File: src/rtl/multicycle_controller.sv
// multicycle_controller
//   Control FSM for a multi-cycle RV32I datapath. It fetches an instruction
//   over a shared memory handshake, decodes it, steers the datapath selects
//   for one execute cycle and, where needed, performs a data-memory access
//   and a register write-back. Memory waits are bounded by a timeout counter.
//   Illegal opcodes either trap or are skipped, depending on TRAP_ON_ILLEGAL.
//
// Parameters
//   TO_W             width of the memory-wait timeout counter
//   TRAP_ON_ILLEGAL  1: illegal opcode enters TRAP, 0: treated as a NOP
//
// Ports
//   clk, rst_n               clock, asynchronous active-low reset
//   instr[31:0]              instruction word (valid from DECODE onward)
//   mem_ack                  memory transfer complete (single-cycle pulse)
//   br_eq, br_lt, br_ltu     rs1 vs rs2 comparator results
//   mem_req, mem_we          memory request / store qualifier
//   ir_we, pc_we             instruction-register / PC write strobes
//   PCSel[1:0]               next PC: 0=PC+4, 1=ALU
//   RegWEn, ASel, BSel       register write, A=PC, B=imm
//   WBSel[1:0]               write-back: 0=mem, 1=ALU, 2=PC+4
//   ImmSel[2:0]              immediate format
//   ALUSel[3:0]              ALU operation
//   load_op[2:0], store_op   load funct3 / store funct3[1:0]
//   illegal, timeout         sticky error flags
//   busy                     low only while idling in FETCH right after reset
module multicycle_controller #(
  parameter int unsigned TO_W            = 4,
  parameter int unsigned TRAP_ON_ILLEGAL = 1
) (
  input  logic        clk,
  input  logic        rst_n,
  input  logic [31:0] instr,
  input  logic        mem_ack,
  input  logic        br_eq,
  input  logic        br_lt,
  input  logic        br_ltu,
  output logic        mem_req,
  output logic        mem_we,
  output logic        ir_we,
  output logic        pc_we,
  output logic [1:0]  PCSel,
  output logic        RegWEn,
  output logic        ASel,
  output logic        BSel,
  output logic [1:0]  WBSel,
  output logic [2:0]  ImmSel,
  output logic [3:0]  ALUSel,
  output logic [2:0]  load_op,
  output logic [1:0]  store_op,
  output logic        illegal,
  output logic        timeout,
  output logic        busy
);

  typedef enum logic [2:0] {
    S_FETCH,
    S_DECODE,
    S_EXEC,
    S_MEM,
    S_WB,
    S_TRAP
  } state_e;

  state_e            state_q, state_d;
  logic [TO_W-1:0]   cnt_q, cnt_d;
  logic              run_q;
  logic              illegal_q, illegal_d;
  logic              timeout_q, timeout_d;

  // Instruction fields
  logic [6:0] opcode;
  logic [2:0] f3;
  logic       f7b5;
  logic       unused_instr;

  assign opcode       = instr[6:0];
  assign f3           = instr[14:12];
  assign f7b5         = instr[30];
  assign unused_instr = ^{instr[31], instr[29:15], instr[11:7]};

  // Decode results
  logic       is_load, is_store, is_opimm, is_op, is_lui, is_auipc;
  logic       is_branch, is_jal, is_jalr, dec_legal, br_taken;
  logic [3:0] d_alu;
  logic [2:0] d_imm;
  logic       d_asel, d_bsel;
  logic [1:0] d_wbsel;

  always_comb begin
    is_load   = (opcode == 7'h03);
    is_store  = (opcode == 7'h23);
    is_opimm  = (opcode == 7'h13);
    is_op     = (opcode == 7'h33);
    is_lui    = (opcode == 7'h37);
    is_auipc  = (opcode == 7'h17);
    is_branch = (opcode == 7'h63);
    is_jal    = (opcode == 7'h6F);
    is_jalr   = (opcode == 7'h67);

    dec_legal = (is_load | is_store | is_opimm | is_op | is_lui | is_auipc |
                 is_branch | is_jal | is_jalr) &&
                !(is_load && (f3 == 3'd7)) &&
                !(is_store && (f3 > 3'd2)) &&
                !(is_branch && ((f3 == 3'd2) || (f3 == 3'd3)));

    br_taken = 1'b0;
    case (f3)
      3'd0:    br_taken = br_eq;
      3'd1:    br_taken = !br_eq;
      3'd4:    br_taken = br_lt;
      3'd5:    br_taken = !br_lt;
      3'd6:    br_taken = br_ltu;
      3'd7:    br_taken = !br_ltu;
      default: br_taken = 1'b0;
    endcase

    d_alu   = 4'd0;
    d_imm   = 3'd0;
    d_asel  = 1'b0;
    d_bsel  = 1'b0;
    d_wbsel = 2'd1;
    if (is_op || is_opimm) begin
      case (f3)
        3'd0:    d_alu = (is_op && f7b5) ? 4'd1 : 4'd0;
        3'd1:    d_alu = 4'd2;
        3'd2:    d_alu = 4'd3;
        3'd3:    d_alu = 4'd4;
        3'd4:    d_alu = 4'd5;
        3'd5:    d_alu = f7b5 ? 4'd7 : 4'd6;
        3'd6:    d_alu = 4'd8;
        default: d_alu = 4'd9;
      endcase
      d_bsel = is_opimm;
      d_imm  = (is_opimm && ((f3 == 3'd1) || (f3 == 3'd5))) ? 3'd1 : 3'd0;
    end else if (is_load) begin
      d_bsel  = 1'b1;
      d_wbsel = 2'd0;
    end else if (is_store) begin
      d_bsel = 1'b1;
      d_imm  = 3'd2;
    end else if (is_lui) begin
      d_alu  = 4'd10;
      d_bsel = 1'b1;
      d_imm  = 3'd3;
    end else if (is_auipc || is_branch) begin
      d_asel = 1'b1;
      d_bsel = 1'b1;
      d_imm  = 3'd3;
    end else if (is_jal) begin
      d_asel  = 1'b1;
      d_bsel  = 1'b1;
      d_imm   = 3'd5;
      d_wbsel = 2'd2;
    end else if (is_jalr) begin
      d_bsel  = 1'b1;
      d_wbsel = 2'd2;
    end
  end

  // Next-state and output logic
  always_comb begin
    state_d   = state_q;
    cnt_d     = cnt_q;
    illegal_d = illegal_q;
    timeout_d = timeout_q;
    mem_req   = 1'b0;
    mem_we    = 1'b0;
    ir_we     = 1'b0;
    pc_we     = 1'b0;
    PCSel     = 2'd0;
    RegWEn    = 1'b0;
    ASel      = 1'b0;
    BSel      = 1'b0;
    WBSel     = 2'd0;
    ImmSel    = 3'd0;
    ALUSel    = 4'd0;
    load_op   = 3'd0;
    store_op  = 2'd0;
    busy      = !((state_q == S_FETCH) && !run_q);

    // Selects are only steered while an instruction is in flight
    if ((state_q == S_EXEC) || (state_q == S_MEM) || (state_q == S_WB)) begin
      ASel     = d_asel;
      BSel     = d_bsel;
      WBSel    = d_wbsel;
      ImmSel   = d_imm;
      ALUSel   = d_alu;
      load_op  = is_load ? f3 : 3'd0;
      store_op = is_store ? f3[1:0] : 2'd0;
    end

    case (state_q)
      S_FETCH: begin
        // run_q holds off the first request until the edge after reset release
        if (run_q) begin
          mem_req = 1'b1;
          if (mem_ack) begin
            ir_we   = 1'b1;
            state_d = S_DECODE;
          end else if (cnt_q == '1) begin
            timeout_d = 1'b1;
            state_d   = S_TRAP;
          end else begin
            cnt_d = cnt_q + 1'b1;
          end
        end
      end
      S_DECODE: begin
        if (dec_legal) begin
          state_d = S_EXEC;
        end else if (TRAP_ON_ILLEGAL != 0) begin
          illegal_d = 1'b1;
          state_d   = S_TRAP;
        end else begin
          pc_we   = 1'b1;
          state_d = S_FETCH;
          cnt_d   = '0;
        end
      end
      S_EXEC: begin
        if (is_load || is_store) begin
          state_d = S_MEM;
          cnt_d   = '0;
        end else if (is_branch) begin
          pc_we   = 1'b1;
          PCSel   = {1'b0, br_taken};
          state_d = S_FETCH;
          cnt_d   = '0;
        end else if (is_jal || is_jalr) begin
          RegWEn  = 1'b1;
          pc_we   = 1'b1;
          PCSel   = 2'd1;
          state_d = S_FETCH;
          cnt_d   = '0;
        end else begin
          state_d = S_WB;
        end
      end
      S_MEM: begin
        mem_req = 1'b1;
        mem_we  = is_store;
        if (mem_ack) begin
          if (is_load) begin
            state_d = S_WB;
          end else begin
            pc_we   = 1'b1;
            state_d = S_FETCH;
            cnt_d   = '0;
          end
        end else if (cnt_q == '1) begin
          timeout_d = 1'b1;
          state_d   = S_TRAP;
        end else begin
          cnt_d = cnt_q + 1'b1;
        end
      end
      S_WB: begin
        RegWEn  = 1'b1;
        pc_we   = 1'b1;
        state_d = S_FETCH;
        cnt_d   = '0;
      end
      S_TRAP: begin
        state_d = S_TRAP;
      end
      default: begin
        state_d = S_FETCH;
        cnt_d   = '0;
      end
    endcase
  end

  always_ff @(posedge clk or negedge rst_n) begin
    if (!rst_n) begin
      state_q   <= S_FETCH;
      cnt_q     <= '0;
      run_q     <= 1'b0;
      illegal_q <= 1'b0;
      timeout_q <= 1'b0;
    end else begin
      state_q   <= state_d;
      cnt_q     <= cnt_d;
      run_q     <= 1'b1;
      illegal_q <= illegal_d;
      timeout_q <= timeout_d;
    end
  end

  assign illegal = illegal_q;
  assign timeout = timeout_q;

endmodule

File: config.mk
export PLATFORM = sky130hd
export DESIGN_NAME = multicycle_controller
export DESIGN_NICKNAME = d
export VERILOG_FILES = /design/src/rtl/multicycle_controller.sv
export SDC_FILE = /design/constraint.sdc
export NUM_CORES = 1
export LEC_CHECK = 0
export CORE_MARGIN = 8
export CORE_UTILIZATION = 34
export DETAILED_ROUTE_END_ITERATION = 12
export GPL_TIMING_DRIVEN = 0
export PLACE_DENSITY = 0.76
export SLEW_MARGIN = 10
export SYNTH_ARGS = -nofsm -noshare
export SYNTH_HDL_FRONTEND = slang
export SYNTH_SLANG_ARGS = --single-unit
File: constraint.sdc
create_clock -name clk -period 2.03 [get_ports clk]
set_clock_uncertainty 0.1 [all_clocks]
set_input_delay 0.406 -clock clk [delete_from_list [all_inputs] [get_ports clk]]
set_output_delay 0.406 -clock clk [all_outputs]
set_load 0.01 [all_outputs]
* After elaboration in Yosys (flattened, before gate mapping)
Cells that the tools add are included.
** Storage, ports and cells
- Flip-flop bits (word level) :: 10
- Bits of input ports :: 38
- Output and inout port bits :: 26
** Cells by class
- Add/sub/neg operators :: 1
- Magnitude comparators :: 1
- Equal/unequal tests :: 26
- Mux-type cells :: 86
- Bitwise gates (word level) :: 10
- Reduce and logical (&&, ||, !) cells :: 32
** Operators by type and width (count)
- $mux W3 :: 18
- $mux W4 :: 13
- $mux W1 :: 37
- $pmux W4 S7 :: 1
- $eq A7 B6 Y1 const B :: 3
- $eq A7 B7 Y1 const B :: 3
- $mux W2 :: 10
- $eq A3 B3 Y1 const B :: 6
- $pmux W4 S4 :: 1
- $pmux W3 S5 :: 1
- $eq A7 B5 Y1 const B :: 2
- $eq A3 B2 Y1 const B :: 4
- $logic_and A1 B1 Y1 :: 9
- $logic_not A1 Y1 :: 8
- $logic_or A1 B1 Y1 :: 8
- $or A1 B1 Y1 :: 8
- $eq A7 B2 Y1 const B :: 1
- $eq A3 B1 Y1 const B :: 2
- $logic_not A3 Y1 :: 2
- $pmux W1 S2 :: 3
- $pmux W1 S6 :: 1
- $reduce_and A5 Y1 :: 1
- $add A4 B1 Y4 const B :: 1
- $eq A4 B4 Y1 const B :: 1
- 9 further kinds :: 12

* Logic depth before layout (Yosys ltp)
- Depth after elaboration :: 14
- Mapped depth :: 7
- Mapped depth without buffers :: 5

* Worst setup path before layout
No wires, ideal clock.
- Path type :: input port to output port
- From :: input instr[6]
- To :: output load_op[0]
- Data arrival time :: 1.750 ns
- Required time :: 1.524 ns
- Slack :: -0.226 ns
- Stages :: 6
- Path buffers :: 2
- Path through :: buf_6 -> or3_4 -> or3_1 -> buf_6 -> nor2_1 -> and3_1
** On the way
- Cells in the longest elaborated chain, start to end :: 3
** Ends and longest elaborated chain
- from (decl) :: line 33 : input logic [31:0] instr,
- $eq A7 B2 Y1 :: line 91 : is_load = (opcode == 7'h03);
- $mux W3 :: line 189 : load_op = is_load ? f3 : 3'd0;
- $mux W3 :: line 183 : if ((state_q == S_EXEC) || (state_q == S_MEM) || (state_q == S_WB)) begin
- to (decl) :: line 49 : output logic [2:0] load_op,
No other way between the ends.

* Final worst setup path
- From :: input instr[3]
- To :: output load_op[1]
Same word-level chain as after synthesis.

==> metrics <==
Post-Synth Adder-Cell Area=0.01121; total routed wirelength=5.014 mm; actual slew at the worst max-slew pin=523.3 ps; sequential area share after synthesis=0.2242; leakage=~0.98 nW; mux cell area share after synthesis=0.04821; Fillers=about 250; Die Y=roughly 73 µm; Critical Path Fanout Max=5; Yosys top cell area share=0.2242; final non-filler cell area=about 2200 µm²; total gr overflow=0; critical path required time=1520 ps; ys flop type=dfrtp_1; GRT Util Overall=0.1679; Hold Buf Count CTS=0; post-synthesis simple-gate area fraction=0.3845; status=finished, violations left; dpl cell area=around 1600 µm²; Placed Instances=240; first-pass GRT wire length=7.272 mm; Iteration-0 DRC Markers=around 110; crit path capture type=output port; share of cells above drive strength 1=0.5781; Max Clk Rate=~430 MHz; port bufs=39; Ys Warns=0; via count=1607; setup_tns=-3121 ps; post-synthesis xor/xnor area fraction=0.01570; Min Hold Slack=~350 ps; die width=roughly 73 µm; final hold vios=0; PwrDens=921.8 nW/µm²; Layout Cells excl Fill=around 280; asr flop ratio synth=1.000; number of flops mapped to enable cells by yosys=0; CTS buffer count=3; # diodes=0; worst setup margin=-284.1 ps; final setup violation count=23; Max Cap Violations=0; starting density of the core=0.3453; post-route clock period utilization=1.140; pin count of the biggest net entering global routing=11; largest family of logic cells by synthesized area=simple AND/OR/NAND/NOR gates; vias per inst=5.678; Placement Rows=21; Post-Place Worst Slack=-1168 ps; Hold WC Path Type=input pin to async pin; Area Growth Syn to Fin=96.86%; Setup crit start kind=input pin; NumNets Final=about 280; RSZ-0062 raised after global routing=yes; max-slew violation count=0; # H-tree levels=1; CTS Sinks=10; worst-skew pair later-pin latency=280 ps; worst vdd ir=0.4483 mV; clock buffer depth=2; worst path arrival time=1810 ps; Syn Inst Count=~160; Ports=between 60 and 70; initial antenna violation count=0; CTS tree=yes; dpl hpwl=2.649 mm; Setup Crit Path Kind=input pin to output port; mapped cell area=approximately 1100 µm²; Design Power=between 2 and 2.5 mW; area leader, netlist=dfrtp_1; Core Box Area=about 3200 µm²; Root Driver=clkbuf_4; Reg clk slew, reported paths=60 ps; post-synthesis net count=194; Synth area leaders=dfrtp_1 (22%), a21oi_1 (6.3%), nand2_1 (5.4%); min Tclk post-route=2314 ps; final antenna-violating net count=0; Finished Core Util=0.6798; violated checks=setup timing; die area=between 5000 and 6000 µm²; drt wl/cell=around 18 µm; Distinct cells, synth=slightly below 50; Pre-antenna DRT Iters=5; vias in the first global route=1517; #FFs+latches synth=10; Compound-Gate Fraction of Synth Area=0.2489; synthesized area per cell=between 7 and 8 µm²; top cells by count, synth=nand2_1 (16), nor2_1 (16), a21oi_1 (14), dfrtp_1 (10), and3_1 (9); Rel. slew slack=0.6481; R2R depth=8; DRC=0; GPL Wtd Cong=between 0.8 and 0.9
## layout make-up
type,count,area [µm²],share of cell area
timing repair buffer,81,679.4,0.3092
multi-input combinational,132,1030,0.4687
clock buffer,3,22.52,0.01025
sequential,10,254.0,0.1156
buffer,9,138.9,0.06321
inverter,2,15.01,0.006834
tap,46,57.56,0.02620
## flip-flops by register name, summed over array words and instances (netlist names)
name     cells
timeout      1
run_q        1
illegal      1
cnt_q        4
state_q      3
## report_power, final
group	total [mW]	internal, mW	switching (mW)	leakage (nW)
combinational	1.57	0.826	0.748	0.847
sequential	0.311	0.251	0.0600	0.123
clock	0.140	0.0687	0.0710	0.0138
## routing by layer
metal / global-route usage / share of wire / vias up
met4: 0.04878 / 0.025 / 0
met2: 0.2711 / 0.48 / 93
met1: 0.2078 / 0.41 / 746
met3: 0.05184 / 0.076 / 25
li1: - / - / 743
met5: 0 / 0 / -
## timing repair
| item | in CTS | in global routing |
|---|---|---|
| pin swaps | 18 | 19 |
| buffers inserted | 31 | 12 |
| endpoints found under the setup margin | 31 | 27 |
| resized for setup | 183 | 47 |
## cell families after synthesis
family                   Yosys count
other                              2
multiplexers                       4
adder cells (fa/ha/maj)            1
XOR/XNOR                           2
AO/OA/AOI/OAI                     44
AND/OR/NAND/NOR                   79
buffers and inverters             13
flip-flops                        10
## final timing paths
path                                  from    endpoint  slack, ps
worst min register to register     illegal     illegal        370
worst max register to register  state_q[1]    cnt_q[0]         60
worst max-delay path              instr[3]  load_op[1]       -280
min in group clk                   illegal     illegal        370
max in group asynchronous            rst_n  state_q[1]       1120
worst min-delay path                 rst_n    cnt_q[1]        350
## critical path: stages
cell and delay [ps]:
buf_8 100, or3_4 390, or3_4 430, nor2_4 170, and3_4 210, buf_6 100
## cell usage in the layout (no fill, tap or decap), drive strengths merged, types with 2 or more instances in the layout
master          n
buf            75
nand2          16
nor2           16
a21oi          14
and3           11
dfrtp          10
nand3           8
o21ai           8
clkbuf          7
a31oi           6
clkdlybuf4s50   6
nand2b          5
nor3            4
a22oi           3
dlymetal6s2s    3
or3             3
mux2i           3
nor3b           3
o31ai           2
o21bai          2
nand3b          2
conb            2
inv             2
nor2b           2
and2            2
a311oi          2
Note: power is estimated with default switching activity, not from simulation.
